### src/rtl/fetch_pkg.sv
// Shared types and constants for the instruction-fetch queue.
package fetch_pkg;

    localparam int FETCH_DEPTH_DEFAULT = 4;
    localparam int FETCH_CNT_W         = $clog2(FETCH_DEPTH_DEFAULT) + 1;

    typedef struct packed {
        logic [31:0] pc;
        logic [31:0] instr;
    } fetch_entry_t;

    localparam logic [31:0] INSTR_NOP = 32'h0000_0000;

endpackage

### src/rtl/fetch_fifo.sv
// Synchronous FIFO of fetched {pc, instr} entries with same-cycle push/pop and
// a flush that empties it. Storage resets to a NOP at PC 0 so the head is defined.
module fetch_fifo
    import fetch_pkg::*;
#(
    parameter int DEPTH = FETCH_DEPTH_DEFAULT
) (
    input  logic                       clk_i,
    input  logic                       rst_i,
    input  logic                       flush_i,
    input  logic                       push_i,
    input  fetch_entry_t               push_data_i,
    input  logic                       pop_i,
    output fetch_entry_t               head_o,
    output logic                       valid_o,
    output logic [$clog2(DEPTH):0]     count_o
);

    localparam int CNT_W = $clog2(DEPTH) + 1;
    localparam int PTR_W = $clog2(DEPTH);

    fetch_entry_t       mem_r [DEPTH];
    logic [PTR_W-1:0]   wr_ptr_r;
    logic [PTR_W-1:0]   rd_ptr_r;
    logic [CNT_W-1:0]   count_r;
    logic               do_push_s;
    logic               do_pop_s;

    // Gate push/pop: a flush voids both, and an empty FIFO cannot be popped.
    always_comb begin
        do_push_s = 1'b0;
        do_pop_s  = 1'b0;
        if (flush_i) begin
            do_push_s = 1'b0;
            do_pop_s  = 1'b0;
        end else begin
            do_push_s = push_i;
            do_pop_s  = pop_i && (count_r != {CNT_W{1'b0}});
        end
    end

    // Pointer and occupancy bookkeeping.
    always_ff @(posedge clk_i) begin
        if (rst_i) begin
            wr_ptr_r <= {PTR_W{1'b0}};
            rd_ptr_r <= {PTR_W{1'b0}};
            count_r  <= {CNT_W{1'b0}};
        end else if (flush_i) begin
            wr_ptr_r <= {PTR_W{1'b0}};
            rd_ptr_r <= {PTR_W{1'b0}};
            count_r  <= {CNT_W{1'b0}};
        end else begin
            if (do_push_s) begin
                wr_ptr_r <= wr_ptr_r + PTR_W'(1'b1);
            end
            if (do_pop_s) begin
                rd_ptr_r <= rd_ptr_r + PTR_W'(1'b1);
            end
            count_r <= count_r + CNT_W'(do_push_s) - CNT_W'(do_pop_s);
        end
    end

    // Entry storage.
    always_ff @(posedge clk_i) begin
        if (rst_i) begin
            for (int i = 0; i < DEPTH; i++) begin
                mem_r[i] <= '{pc: 32'h0000_0000, instr: INSTR_NOP};
            end
        end else if (do_push_s) begin
            mem_r[wr_ptr_r] <= push_data_i;
        end
    end

    assign head_o  = mem_r[rd_ptr_r];
    assign valid_o = (count_r != {CNT_W{1'b0}});
    assign count_o = count_r;

endmodule

### src/rtl/instr_fetch_queue.sv
// Decoupled fetch stage: credit-limited word fetches, in-order response capture
// into a FIFO, and redirect handling that flushes and squashes in-flight fetches.
module instr_fetch_queue
    import fetch_pkg::*;
#(
    parameter int          DEPTH    = FETCH_DEPTH_DEFAULT,
    parameter logic [31:0] RESET_PC = 32'h0000_0000
) (
    input  logic        clk_i,
    input  logic        rst_i,
    input  logic        redirect_valid_i,
    input  logic [31:0] redirect_pc_i,
    output logic        mem_req_o,
    output logic [31:0] mem_addr_o,
    input  logic        mem_gnt_i,
    input  logic        mem_rvalid_i,
    input  logic [31:0] mem_rdata_i,
    output logic        instr_valid_o,
    output logic [31:0] instr_o,
    output logic [31:0] instr_pc_o,
    output logic [31:0] instr_pc4_o,
    input  logic        instr_ready_i
);

    localparam int               CNT_W        = $clog2(DEPTH) + 1;
    localparam logic [CNT_W:0]   CREDIT_LIMIT = (CNT_W + 1)'(DEPTH);
    localparam logic [CNT_W-1:0] DISCARD_MAX  = CNT_W'(DEPTH);

    logic [31:0]      fetch_pc_r;
    logic [31:0]      rsp_pc_r;
    logic [CNT_W-1:0] outstanding_r;
    logic [CNT_W-1:0] discard_r;

    logic [CNT_W-1:0] occupancy_s;
    logic [CNT_W:0]   inflight_s;
    logic             grant_s;
    logic             rsp_s;
    logic             drop_s;
    logic             push_s;
    logic             pop_s;
    logic [31:0]      redirect_pc_s;
    logic [CNT_W-1:0] outstanding_next_s;
    logic [CNT_W-1:0] discard_next_s;
    fetch_entry_t     push_entry_s;
    fetch_entry_t     head_s;

    // Credit check, handshakes and next-count arithmetic.
    always_comb begin
        inflight_s    = {1'b0, occupancy_s} + {1'b0, outstanding_r};
        mem_req_o     = !rst_i && !redirect_valid_i && (inflight_s < CREDIT_LIMIT);
        grant_s       = mem_req_o && mem_gnt_i;
        // A response with nothing outstanding is a protocol error and is ignored.
        rsp_s         = mem_rvalid_i && (outstanding_r != {CNT_W{1'b0}});
        drop_s        = rsp_s && (discard_r != {CNT_W{1'b0}});
        push_s        = rsp_s && !drop_s && !redirect_valid_i;
        pop_s         = instr_valid_o && instr_ready_i && !redirect_valid_i;
        redirect_pc_s = redirect_pc_i & 32'hFFFF_FFFC;
        push_entry_s  = '{pc: rsp_pc_r, instr: mem_rdata_i};
        outstanding_next_s = outstanding_r + CNT_W'(grant_s) - CNT_W'(rsp_s);
        // On redirect everything still in flight after this cycle is stale;
        // the request line is low then, so grant_s never adds a new fetch.
        if (redirect_valid_i) begin
            discard_next_s = (outstanding_next_s > DISCARD_MAX) ? DISCARD_MAX : outstanding_next_s;
        end else begin
            discard_next_s = discard_r - CNT_W'(drop_s);
        end
    end

    // PC, credit and discard state.
    always_ff @(posedge clk_i) begin
        if (rst_i) begin
            fetch_pc_r    <= RESET_PC;
            rsp_pc_r      <= RESET_PC;
            outstanding_r <= {CNT_W{1'b0}};
            discard_r     <= {CNT_W{1'b0}};
        end else begin
            outstanding_r <= outstanding_next_s;
            discard_r     <= discard_next_s;
            if (redirect_valid_i) begin
                fetch_pc_r <= redirect_pc_s;
                rsp_pc_r   <= redirect_pc_s;
            end else begin
                if (grant_s) begin
                    fetch_pc_r <= fetch_pc_r + 32'd4;
                end
                if (push_s) begin
                    rsp_pc_r <= rsp_pc_r + 32'd4;
                end
            end
        end
    end

    fetch_fifo #(
        .DEPTH (DEPTH)
    ) u_fifo (
        .clk_i       (clk_i),
        .rst_i       (rst_i),
        .flush_i     (redirect_valid_i),
        .push_i      (push_s),
        .push_data_i (push_entry_s),
        .pop_i       (pop_s),
        .head_o      (head_s),
        .valid_o     (instr_valid_o),
        .count_o     (occupancy_s)
    );

    assign mem_addr_o  = fetch_pc_r;
    assign instr_o     = head_s.instr;
    assign instr_pc_o  = head_s.pc;
    assign instr_pc4_o = head_s.pc + 32'd4;

endmodule

### config.mk
export PLATFORM = sky130hd
export DESIGN_NAME = instr_fetch_queue
export DESIGN_NICKNAME = d
export VERILOG_FILES = /design/src/rtl/fetch_pkg.sv /design/src/rtl/fetch_fifo.sv /design/src/rtl/instr_fetch_queue.sv
export SDC_FILE = /design/constraint.sdc
export NUM_CORES = 1
export LEC_CHECK = 0
export CAP_MARGIN = 20
export CELL_PAD_IN_SITES_DETAIL_PLACEMENT = 1
export CELL_PAD_IN_SITES_GLOBAL_PLACEMENT = 1
export CORE_MARGIN = 4
export CORE_UTILIZATION = 34
export CTS_BUF_LIST = sky130_fd_sc_hd__clkbuf_4
export CTS_CLUSTER_DIAMETER = 80
export CTS_CLUSTER_SIZE = 40
export DETAILED_ROUTE_END_ITERATION = 8
export PLACE_DENSITY = 0.77
export SETUP_SLACK_MARGIN = 0.4
export SLEW_MARGIN = 20
export SYNTH_ARGS = -nofsm -noshare
export SYNTH_HDL_FRONTEND = slang
export SYNTH_SLANG_ARGS = --single-unit
### constraint.sdc
create_clock -name clk_i -period 8.7 [get_ports clk_i]
set_input_delay 2.61 -clock clk_i [delete_from_list [all_inputs] [get_ports clk_i]]
set_output_delay 2.61 -clock clk_i [all_outputs]
set_load 0.1 [all_outputs]
==> qor_table.md <==
| Group | Parameter | Value |
| --- | --- | --- |
| floorplan | Die Width | 219 um |
| finish | Most common cell after layout, fill and taps aside | sky130_fd_sc_hd__edfxtp_1 |
| sta | Final period demand of the worst path | 7.90 ns |
| power and ir drop | Clock network fraction of design power | 20.3% |
| floorplan | Vertical extent of the die | 219 um |
| power and ir drop | Leak | 0.00662 uW |
| finish | Filler cells | 4813 |
| place | Total placed instance area | 0.0176 mm^2 |
| power and ir drop | Power density over cell area | 192 mW/mm^2 |
| setup path | Reg-to-reg setup timing slack | 4.99 ns |
| drt | Vias per cell | 5.24 |
| synthesis | Syn. warnings | 0 |
| cts | CTS clock-pin slew for the worst setup and hold paths | 0.26 ns |
| drt | Number of nets still failing antenna checks after routing | 0 |
| synthesis | Post-synthesis area per instance | 11.8 um^2 |
| drt | DR pass1 iterations | 5 |
| min path | Worst hold path stage count | 2 |
| finish | Share of cells above drive strength 1 | 9.26% |
| setup path | Crit Reg-Reg Startpoint | outstanding_r[1] |
| min path | Worst Min Path Start | mem_addr_o[13] |
| floorplan | Core region area | 0.0441 mm^2 |
| grt | Number of antenna violations at the first check in global routing | 1 |
| min path | Path class of the lowest-slack min-delay path | flop to flop |
| place | Routability-driven placement congestion ratio | 0.793 |
| power and ir drop | Peak supply drop | 76.9 uV |
| setup path | Required time at the endpoint of the critical path | 6.09 ns |
| floorplan | IO Pins | 200 |
| sta | Max-slew headroom | 26.8% |
| sta | Final setup margin | 0.798 ns |
| grt | All-layer global routing usage | 17.2% |
| floorplan | Placement row count | 77 |
| drt | Routed Wire Length | 41.9 mm |
| finish | Fin nets | 1518 |
| floorplan | Effective utilization at floorplan | 34.3% |
| synthesis | Most used DFF post-synth | sky130_fd_sc_hd__edfxtp_1 |
| sta | Worst Skew | 0.0588 ns |
| synthesis | Fraction of the yosys area taken by sequential cells | 59.1% |
| synthesis | Yosys reg bits | 323 |
| cts | Cts-stage hold buffer count | 0 |
| power and ir drop | Switching part of the total | 37.5% |
| sta | Final period utilization | 90.8% |
| finish | Post-synthesis to final-layout area growth | 18.8% |
| setup path | Signal arrival time at the worst endpoint | 5.29 ns |
| sta | Highest clock rate | 127 MHz |
| cts | Number of buffers between clock root and the deepest sink | 3 |
| flow run | Reported max-cap violation count | 0 |
| power and ir drop | Net switching power of the design | 1290 uW |
| synthesis | Number of distinct standard cells referenced by the synthesized netlist | 64 |
| synthesis | Area of the mapped netlist | 0.0151 mm^2 |
| finish | Leading cell types in the layout, fill and taps excluded | 248 x sky130_fd_sc_hd__edfxtp_1, 212 x sky130_fd_sc_hd__nor2_1, 180 x sky130_fd_sc_hd__clkdlybuf4s50_1, 122 x sky130_fd_sc_hd__nand2_1, 90 x sky130_fd_sc_hd__inv_1 |
| grt | Via count of the first global-routing pass | 11200 |
| grt | Wire length of the first global-routing pass | 65.3 mm |
| synthesis | Fraction of registers with async set or reset after synthesis | 0% |
| grt | Remaining global-route overflow | 0 |
| cts | Number of H-tree levels | 1 |
| place | Post-DP HPWL | 27.6 mm |
| drt | Starting DRT DRC Count | 734 |
| cts | Total clock buffers created by CTS | 19 |
| drt | Residual DRC count | 0 |
| cts | Number of sinks driven by the clock tree | 323 |
| drt | Average wire length per cell after detail routing | 20.6 um |
| setup path | Crit path max fanout | 36 |
| sta | Finish-stage setup viols | 0 |
| setup path | Register-to-Register Path Depth | 15 |
| finish | Final design area excluding fillers | 0.0180 mm^2 |
| finish | Core utilization of the finished layout | 40.8% |
| sta | Setup TNS | 0 ns |
| cts | TritonCTS clock tree | built |
| sta | Final slew viol count | 0 |
| drt | Routed vias | 10700 |
| power and ir drop | Design internal power | 2160 uW |
| sta | Final number of hold-violating endpoints | 0 |
| setup path | Launching element type of the critical path | flop |
| power and ir drop | Sequential power share | 53.0% |
| floorplan | Total die area | 0.0480 mm^2 |
| run status | Status | complete, no violations |
| power and ir drop | Part of the total power dissipated in combinational logic | 26.7% |
| min path | Endpoint, Worst Hold | mem_addr_o[13] |
| sta | Smallest hold slack | 0.528 ns |
| synthesis | Gate count of the mapped netlist | 1281 |
| cts | Clock network latency to the later pin of the worst-skew pair | 0.74 ns |
| sta | Unrepaired setup endpoints after global routing | false |
| sta | Transition time at the pin with the least slew margin | 1.09 ns |
| place | Worst slack at placement | 1.38 ns |
| grt | Largest net degree at the start of global routing | 99 |
| setup path | Reg2reg end | discard_r[2] |
| synthesis | Number of enable-type register cells in the synthesized netlist | 248 |
| setup path | Worst Setup Path Type | flop to output port |
| place | Buffers added on ports | 191 |
| setup path | Nature of the critical path endpoint | output port |
| cts | Buffer type at the clock tree root | sky130_fd_sc_hd__clkbuf_4 |
-- cell usage after synthesis (4+ instances only) --
master | n | area, um^2
sky130_fd_sc_hd__a211oi_1 | 11 | 82.6
sky130_fd_sc_hd__a21boi_0 | 11 | 82.6
sky130_fd_sc_hd__a21oi_1 | 21 | 105
sky130_fd_sc_hd__a311oi_1 | 7 | 61.3
sky130_fd_sc_hd__a31oi_1 | 18 | 113
sky130_fd_sc_hd__a41oi_1 | 4 | 35.0
sky130_fd_sc_hd__and2_1 | 11 | 68.8
sky130_fd_sc_hd__and3_1 | 46 | 288
sky130_fd_sc_hd__and4_1 | 5 | 43.8
sky130_fd_sc_hd__buf_1 | 6 | 22.5
sky130_fd_sc_hd__buf_2 | 10 | 50.1
sky130_fd_sc_hd__buf_4 | 11 | 82.6
sky130_fd_sc_hd__clkbuf_1 | 49 | 184
sky130_fd_sc_hd__dfxtp_1 | 75 | 1500
sky130_fd_sc_hd__edfxtp_1 | 248 | 7450
sky130_fd_sc_hd__ha_1 | 11 | 138
sky130_fd_sc_hd__inv_1 | 90 | 338
sky130_fd_sc_hd__mux4_1 | 5 | 131
sky130_fd_sc_hd__mux4_2 | 57 | 1280
sky130_fd_sc_hd__nand2_1 | 124 | 465
sky130_fd_sc_hd__nand3_1 | 20 | 100
sky130_fd_sc_hd__nand4_1 | 24 | 150
sky130_fd_sc_hd__nor2_1 | 214 | 803
sky130_fd_sc_hd__nor3_1 | 17 | 85.1
sky130_fd_sc_hd__nor4_1 | 19 | 119
sky130_fd_sc_hd__o21a_1 | 6 | 45.0
sky130_fd_sc_hd__o21ai_0 | 27 | 135
sky130_fd_sc_hd__or3_1 | 15 | 93.8
sky130_fd_sc_hd__or4_1 | 4 | 30.0
sky130_fd_sc_hd__xnor2_1 | 28 | 245
sky130_fd_sc_hd__xor2_1 | 34 | 298
-- critical path, cell delays in order (launching register included) --
cell                              delay, ns
sky130_fd_sc_hd__dfxtp_4               0.88
sky130_fd_sc_hd__buf_4                 0.64
sky130_fd_sc_hd__mux4_1                0.73
sky130_fd_sc_hd__and2_1                0.22
sky130_fd_sc_hd__nand4_1               0.47
sky130_fd_sc_hd__nor2_1                0.13
sky130_fd_sc_hd__xor2_1                0.27
sky130_fd_sc_hd__clkdlybuf4s50_1       1.20
-- worst max-delay path by stage --
stage | from | depth (start not counted) | end | slack [ns]
4_1_cts | flop | 7 | instr_pc4_o[30] | 0.50
3_5_place_dp | flop | 7 | instr_pc4_o[30] | 1.38
5_1_grt | flop | 7 | instr_pc4_o[17] | 0.41
3_3_place_gp | flop | 7 | instr_pc4_o[31] | 1.44
2_1_floorplan | redirect_valid_i | 4 | u_fifo.mem_r[3][0] | 0.48
6_report | flop | 7 | instr_pc4_o[12] | 0.80
-- stage by stage --
stage | cells | power (uW)
6_report | 2040 | 3450
3_3_place_gp | 2005 | 2770
4_1_cts | 2039 | 3490
5_1_grt | 2040 | 3600
2_1_floorplan | 1286 | 2530
3_5_place_dp | 2006 | 2790
-- repair_timing --
| action | 4_1_cts | 5_1_grt |
|---|---|---|
| resized for setup | 0 | 9 |
| endpoints found under the hold margin | 0 | 0 |
| setup endpoints to repair | 0 | 9 |
| buffers inserted | 0 | 0 |
-- power by group through the flow --
stage,clock network (uW),logic (uW),registers [uW]
after global routing,787,973,1840
after floorplan,0,622,1910
final,701,923,1830
after CTS,729,934,1830
after global placement,0,914,1850
after detailed placement,0,932,1860
-- flip-flops by register name (all words and copies together) (netlist names), named ones only --
| signal | cells |
|---|---|
| u_fifo.mem_r | 248 |
| u_fifo.rd_ptr_r | 2 |
| u_fifo.count_o | 3 |
| rsp_pc_r | 30 |
| mem_addr_o | 30 |
| u_fifo.wr_ptr_r | 2 |
| discard_r | 3 |
| outstanding_r | 3 |
-- area by class of cell --
type	count	area [um^2]	area share, %
sequential	323	8950	49.8
multi-input combinational	792	5570	31.0
timing repair buffer	207	2050	11.4
tap	592	741	4.12
inverter	92	345	1.92
clock inverter	14	186	1.04
clock buffer	19	143	0.793
antenna	1	2.50	0.0139
-- kinds of logic after synthesis --
logic type | Yosys count | share of synthesized area [%]
buf+inv | 171 | 4.74
fa+ha+maj | 13 | 1.17
compound gates | 126 | 5.59
flops | 323 | 59.1
xor+xnor | 62 | 3.58
simple gates | 518 | 16.1
mux | 67 | 9.70
other cells | 1 | 0.0248
-- per-layer routing --
layer | GRT usage (%) | up-vias | share of wire (%) | wire length (um)
met3 | 2.27 | 30 | 5.2 | 2200
li1 | - | 4920 | - | -
met4 | 2.49 | 0 | 1.2 | 512
met2 | 29.1 | 297 | 49 | 20300
met5 | 0 | - | 0 | 0
met1 | 24.4 | 5441 | 45 | 18900
(Power assumes the default switching activity.)
